[src/rtl/cache_mem_arb_pkg.sv]
// Shared types and constants for the cache-to-memory arbiter.
package cache_mem_arb_pkg;

    typedef enum logic [1:0] {
        IDLE = 2'd0,
        BUSY = 2'd1,
        RESP = 2'd2
    } state_e;

    // REQ_D encodes as 0 so every register, including last_grant, resets to zero.
    typedef enum logic {
        REQ_I = 1'b1,
        REQ_D = 1'b0
    } requester_e;

    localparam logic MEM_OP_READ  = 1'b1;
    localparam logic MEM_OP_WRITE = 1'b0;

    function automatic int unsigned cnt_width(input int unsigned limit);
        return (limit == 0) ? 1 : $clog2(limit + 1);
    endfunction

endpackage

[src/rtl/rr_arbiter_2.sv]
// Two-input round-robin picker; purely combinational, the history register lives in the parent.
module rr_arbiter_2 (
    input  logic i_req,
    input  logic d_req,
    input  logic last_grant,
    output logic grant_valid,
    output logic grant
);
    import cache_mem_arb_pkg::*;

    always_comb begin
        grant_valid = i_req | d_req;
        grant       = REQ_D;
        if (i_req && d_req) begin
            grant = (last_grant == REQ_I) ? REQ_D : REQ_I;
        end else if (i_req) begin
            grant = REQ_I;
        end
    end

endmodule

[src/rtl/cache_mem_arbiter.sv]
// Shares one memory port between I-cache refills and D-cache refills/write-backs,
// one transaction at a time, with a registered one-cycle completion pulse.
module cache_mem_arbiter #(
    parameter int unsigned ADDR_W  = 32,
    parameter int unsigned DATA_W  = 32,
    parameter int unsigned TIMEOUT = 255
) (
    input  logic              clk,
    input  logic              nrst,
    input  logic              i_req_valid,
    input  logic [ADDR_W-1:0] i_req_addr,
    output logic              i_ready,
    output logic [DATA_W-1:0] i_rdata,
    input  logic              d_req_valid,
    input  logic              d_req_op,
    input  logic [ADDR_W-1:0] d_req_addr,
    input  logic [DATA_W-1:0] d_req_wdata,
    output logic              d_ready,
    output logic [DATA_W-1:0] d_rdata,
    output logic              mem_valid,
    output logic              mem_op,
    output logic [ADDR_W-1:0] mem_addr,
    output logic [DATA_W-1:0] mem_wdata,
    input  logic              mem_ready,
    input  logic [DATA_W-1:0] mem_data,
    output logic              timeout_err
);
    import cache_mem_arb_pkg::*;

    localparam int unsigned      CNT_W     = cnt_width(TIMEOUT);
    localparam logic [CNT_W-1:0] CNT_LIMIT = CNT_W'(TIMEOUT);

    state_e            state_q, state_d;
    requester_e        grant_q, grant_d;
    requester_e        last_grant_q, last_grant_d;
    logic              op_q, op_d;
    logic [ADDR_W-1:0] addr_q, addr_d;
    logic [DATA_W-1:0] wdata_q, wdata_d;
    logic [DATA_W-1:0] rdata_q, rdata_d;
    logic [CNT_W-1:0]  cnt_q, cnt_d;
    logic              timeout_q, timeout_d;

    logic              arb_valid;
    logic              arb_grant;
    logic [CNT_W-1:0]  cnt_inc;

    rr_arbiter_2 u_arb (
        .i_req       (i_req_valid),
        .d_req       (d_req_valid),
        .last_grant  (last_grant_q),
        .grant_valid (arb_valid),
        .grant       (arb_grant)
    );

    // Saturating so a disabled timeout never wraps the counter.
    assign cnt_inc = (cnt_q == {CNT_W{1'b1}}) ? cnt_q : cnt_q + CNT_W'(1);

    always_comb begin
        state_d      = state_q;
        grant_d      = grant_q;
        last_grant_d = last_grant_q;
        op_d         = op_q;
        addr_d       = addr_q;
        wdata_d      = wdata_q;
        rdata_d      = rdata_q;
        cnt_d        = cnt_q;
        timeout_d    = timeout_q;
        unique case (state_q)
            IDLE: begin
                if (arb_valid) begin
                    grant_d = requester_e'(arb_grant);
                    if (requester_e'(arb_grant) == REQ_I) begin
                        op_d    = MEM_OP_READ;
                        addr_d  = i_req_addr;
                        wdata_d = '0;
                    end else begin
                        op_d    = d_req_op;
                        addr_d  = d_req_addr;
                        wdata_d = d_req_wdata;
                    end
                    cnt_d   = '0;
                    state_d = BUSY;
                end
            end
            BUSY: begin
                if (mem_ready) begin
                    rdata_d = (op_q == MEM_OP_READ) ? mem_data : '0;
                    state_d = RESP;
                end else begin
                    cnt_d = cnt_inc;
                    if (TIMEOUT != 0 && cnt_inc == CNT_LIMIT) begin
                        timeout_d = 1'b1;
                        rdata_d   = '0;
                        state_d   = RESP;
                    end
                end
            end
            RESP: begin
                last_grant_d = grant_q;
                state_d      = IDLE;
            end
            default: state_d = IDLE;
        endcase
    end

    always_ff @(posedge clk or negedge nrst) begin
        if (!nrst) begin
            state_q      <= IDLE;
            grant_q      <= REQ_D;
            last_grant_q <= REQ_D;
            op_q         <= 1'b0;
            addr_q       <= '0;
            wdata_q      <= '0;
            rdata_q      <= '0;
            cnt_q        <= '0;
            timeout_q    <= 1'b0;
        end else begin
            state_q      <= state_d;
            grant_q      <= grant_d;
            last_grant_q <= last_grant_d;
            op_q         <= op_d;
            addr_q       <= addr_d;
            wdata_q      <= wdata_d;
            rdata_q      <= rdata_d;
            cnt_q        <= cnt_d;
            timeout_q    <= timeout_d;
        end
    end

    always_comb begin
        mem_valid   = (state_q == BUSY);
        mem_op      = mem_valid & op_q;
        mem_addr    = mem_valid ? addr_q : '0;
        mem_wdata   = mem_valid ? wdata_q : '0;
        i_ready     = (state_q == RESP) && (grant_q == REQ_I);
        d_ready     = (state_q == RESP) && (grant_q == REQ_D);
        i_rdata     = i_ready ? rdata_q : '0;
        d_rdata     = d_ready ? rdata_q : '0;
        timeout_err = timeout_q;
    end

endmodule

[config.mk]
export PLATFORM = sky130hd
export DESIGN_NAME = cache_mem_arbiter
export DESIGN_NICKNAME = d
export VERILOG_FILES = /design/src/rtl/cache_mem_arb_pkg.sv /design/src/rtl/rr_arbiter_2.sv /design/src/rtl/cache_mem_arbiter.sv
export SDC_FILE = /design/constraint.sdc
export NUM_CORES = 1
export LEC_CHECK = 0
export ABC_AREA = 1
export BUFFER_PORTS_ARGS = -buffer_cell sky130_fd_sc_hd__buf_2
export CAP_MARGIN = 20
export CORE_UTILIZATION = 30
export CTS_CLUSTER_DIAMETER = 150
export DETAILED_ROUTE_END_ITERATION = 12
export SYNTH_ARGS = -nofsm -noshare
export SYNTH_HDL_FRONTEND = slang
export SYNTH_SLANG_ARGS = --single-unit
[constraint.sdc]
create_clock -name clk -period 2.3 [get_ports clk]
set_input_delay 0.46 -clock clk [delete_from_list [all_inputs] [get_ports clk]]
set_output_delay 0.46 -clock clk [all_outputs]
set_load 0.02 [all_outputs]
==> metrics.cfg <==
[die]
rows = 49
fp.dieW_um = 137.6
die_area_um2 = 18940
die_h_um = 137.6
initial_core_util = 0.3071
core-area_um2 = 17960
io_pins = 267

[power_and_ir_drop]
p_per_area_nw_per_um2 = 1190
switchingPower_uw = 3933
intPower_uw = 4912
total_power_uw = 8845
seq_power_share = 0.350
p_sw_frac = 0.4447
combinationalPowerShare = 0.465
p_leak_uw = 0.004029
peakVddDrop_v = 0.0005645
clkPwrFrac = 0.185

[global_route]
grt_pass1_wl_um = 25020
grt_start_max_net_pins = 111
antenna_found_initial = 0
grt-ovfl-total = 0
grt_pass1_vias = 5010
grtUsageTotal = 0.1704

[synth]
yosysMostFrequentCell = nor2_1
yosysUniqueCellTypes = 20
synth_edf_count = 0
async_flop_share = 1.000
synth_commonest_cells = 170 x nor2_1, 111 x inv_1, 110 x dfrtp_1
syn_avg_cell_area_um2 = 7.425
ys_warn_count = 0
synthTopCellsByArea = dfrtp_1 50%, nor2_1 12%, inv_1 7.6%
post-synth-top-area-fraction = 0.4990
synth_cells = 743
ys_seq_area_frac = 0.4990
ys.flop_type = dfrtp_1
synth_seq_cells = 110
mappedNetlistArea_um2 = 5517
syn_nets = 878
synth_top_area_cell = dfrtp_1

[status]
status = finished clean

[sta]
fin_setup_tns_ns = 0
min_period_over_period = 0.9418
min_period_ns = 2.166
drv_slew = 0
clock_skew_ns = 0.009348
relSlewSlack = 0.5121
fmax_mhz = 461.6
hold_ws_ns = 0.1639
tightest_slew_ns = 0.7318
rsz0062_at_grt = false
hold_violations = 0
setup_viol = 0

[route]
vias = 5574
routed_wirelength_um = 16160
first_pass_iters = 4
dr_wl_met3_um = 1282
drtIter0Drc = 241
drc = 0
wl_met2_um = 7464
dr.max_layer_used = met4
wl_met1_um = 7199
ant_nets = 0
routedWlPerCell_um = 13.23
viasPerCell = 4.565

[critical_path]
start_kind = register
criticalPathCategory = register to primary output
worstPathRequired_ns = 1.84
endpoint_kind = primary output
cp_max_fo = 14
arrival_ns = 1.71
reg2reg_slack_ns = 0.23

[layout]
seq_area_um2 = 2753
fill_cells = 1896
multiInputGateArea_um2 = 2145
drive_gt1_frac = 0.3155
area_delta_synth_final_pct = 34.70
diodes = 0
nNetsFinal = 1122

[clocking]
worstSkewPairLatency_ns = 0.36
cts_sinks = 110
clk_pin_slew_ns = 0.08
cts_root_buf = clkbuf_16
cts_buffers = 9
cts_max_path_buffers = 2
cts_tree = built
h-tree-depth = 3
postCtsHoldBufs = 0

[flow_run]
drv_cap = 0

[placement]
place_congestion = 0.8102
port_buffers = 266
dp_hpwl_um = 11100

[worst_hold_path]
hp-class = primary input to asynchronous set/reset pin

routing by layer:
layer	global-route usage	up-vias
li1	-	2822
met1	0.2198	2540
met3	0.04305	12
met5	0	-
met2	0.2767	200
met4	0.05678	0
through the flow:
| step | worst slack (ns) | util | instance area [µm²] | cells |
|---|---|---|---|---|
| after global placement | 0.2836 | 0.3930 | 7061 | 1200 |
| after CTS | 0.07814 | 0.4130 | 7418 | 1221 |
| after detailed placement | 0.2632 | 0.3930 | 7061 | 1200 |
| after global routing | 0.0002447 | 0.4137 | 7431 | 1221 |
| after floorplan | 0.3009 | - | 5517 | 743 |
| final | 0.1338 | 0.4137 | 7431 | 1221 |
cells in the final DEF, fill, tap and decap left out, drive strengths merged:
master,n
clkinv,3
o21ai,77
clkbuf,10
dfrtp,110
nand4,33
xnor2,1
buf,283
inv,111
bufinv,1
nand2,109
clkinvlp,3
nor2,173
nand3,44
o21bai,1
o22ai,32
ha,1
logic make-up after synthesis:
kind of cell / synth area share
buffers and inverters: 0.1145
DFF: 0.4990
xor gates and xnor gates: 0.001588
and+or+nand+nor: 0.2751
AOI/OAI and AO/OA: 0.1075
adders and majority gates: 0.002268
worst paths after layout:
| kind | from | to | cells past startpoint |
|---|---|---|---|
| min in group clk | d_req_wdata[4] | wdata_q[4] | 3 |
| max in group asynchronous | nrst | rdata_q[9] | 2 |
| hold / removal | nrst | addr_q[29] | 2 |
| hold reg to reg | rdata_q[3] | rdata_q[3] | 2 |
| setup / recovery | state_q[0] | d_rdata[11] | 7 |
| setup reg to reg | cnt_q[1] | rdata_q[8] | 12 |
worst max-delay path, cell delays in order, from the launching register on:
cell	delay, ns
dfrtp_1	0.40
inv_2	0.09
nand2_1	0.10
nor2_4	0.20
clkinvlp_4	0.11
buf_4	0.19
nor2_1	0.09
buf_2	0.17
cell type report:
class	instances	share of cell area
clock buffer	10	0.03081
sequential	110	0.3704
inverter	111	0.05674
multi-input combinational	471	0.2886
timing repair inverter	1	0.001010
tap	229	0.03856
timing repair buffer	283	0.2031
clock inverter	6	0.01078
power groups by stage:
stage               combinational [µW]  sequential, µW  clock (µW)
finish                            4110            3090        1640
floorplan                         2880            3030           0
global placement                  4070            3090           0
global route                      4640            3200        1770
CTS                               4150            3100        1710
detailed placement                4080            3130           0
timing repair:
item | 4_1_cts | 5_1_grt
resized for setup | 4 | 6
pin swaps | 0 | 1
buffers inserted | 4 | 0
cloned | 1 | 0
setup endpoints to repair | 32 | 20
state kept, by name (all words and copies together) (netlist names):
signal and cells:
timeout_err 1, grant_q 1, state_q 2, addr_q 32, rdata_q 32, cnt_q 8, wdata_q 32, op_q 1
last_grant_q 1
No activity file was read; power rests on OpenSTA's default activity.
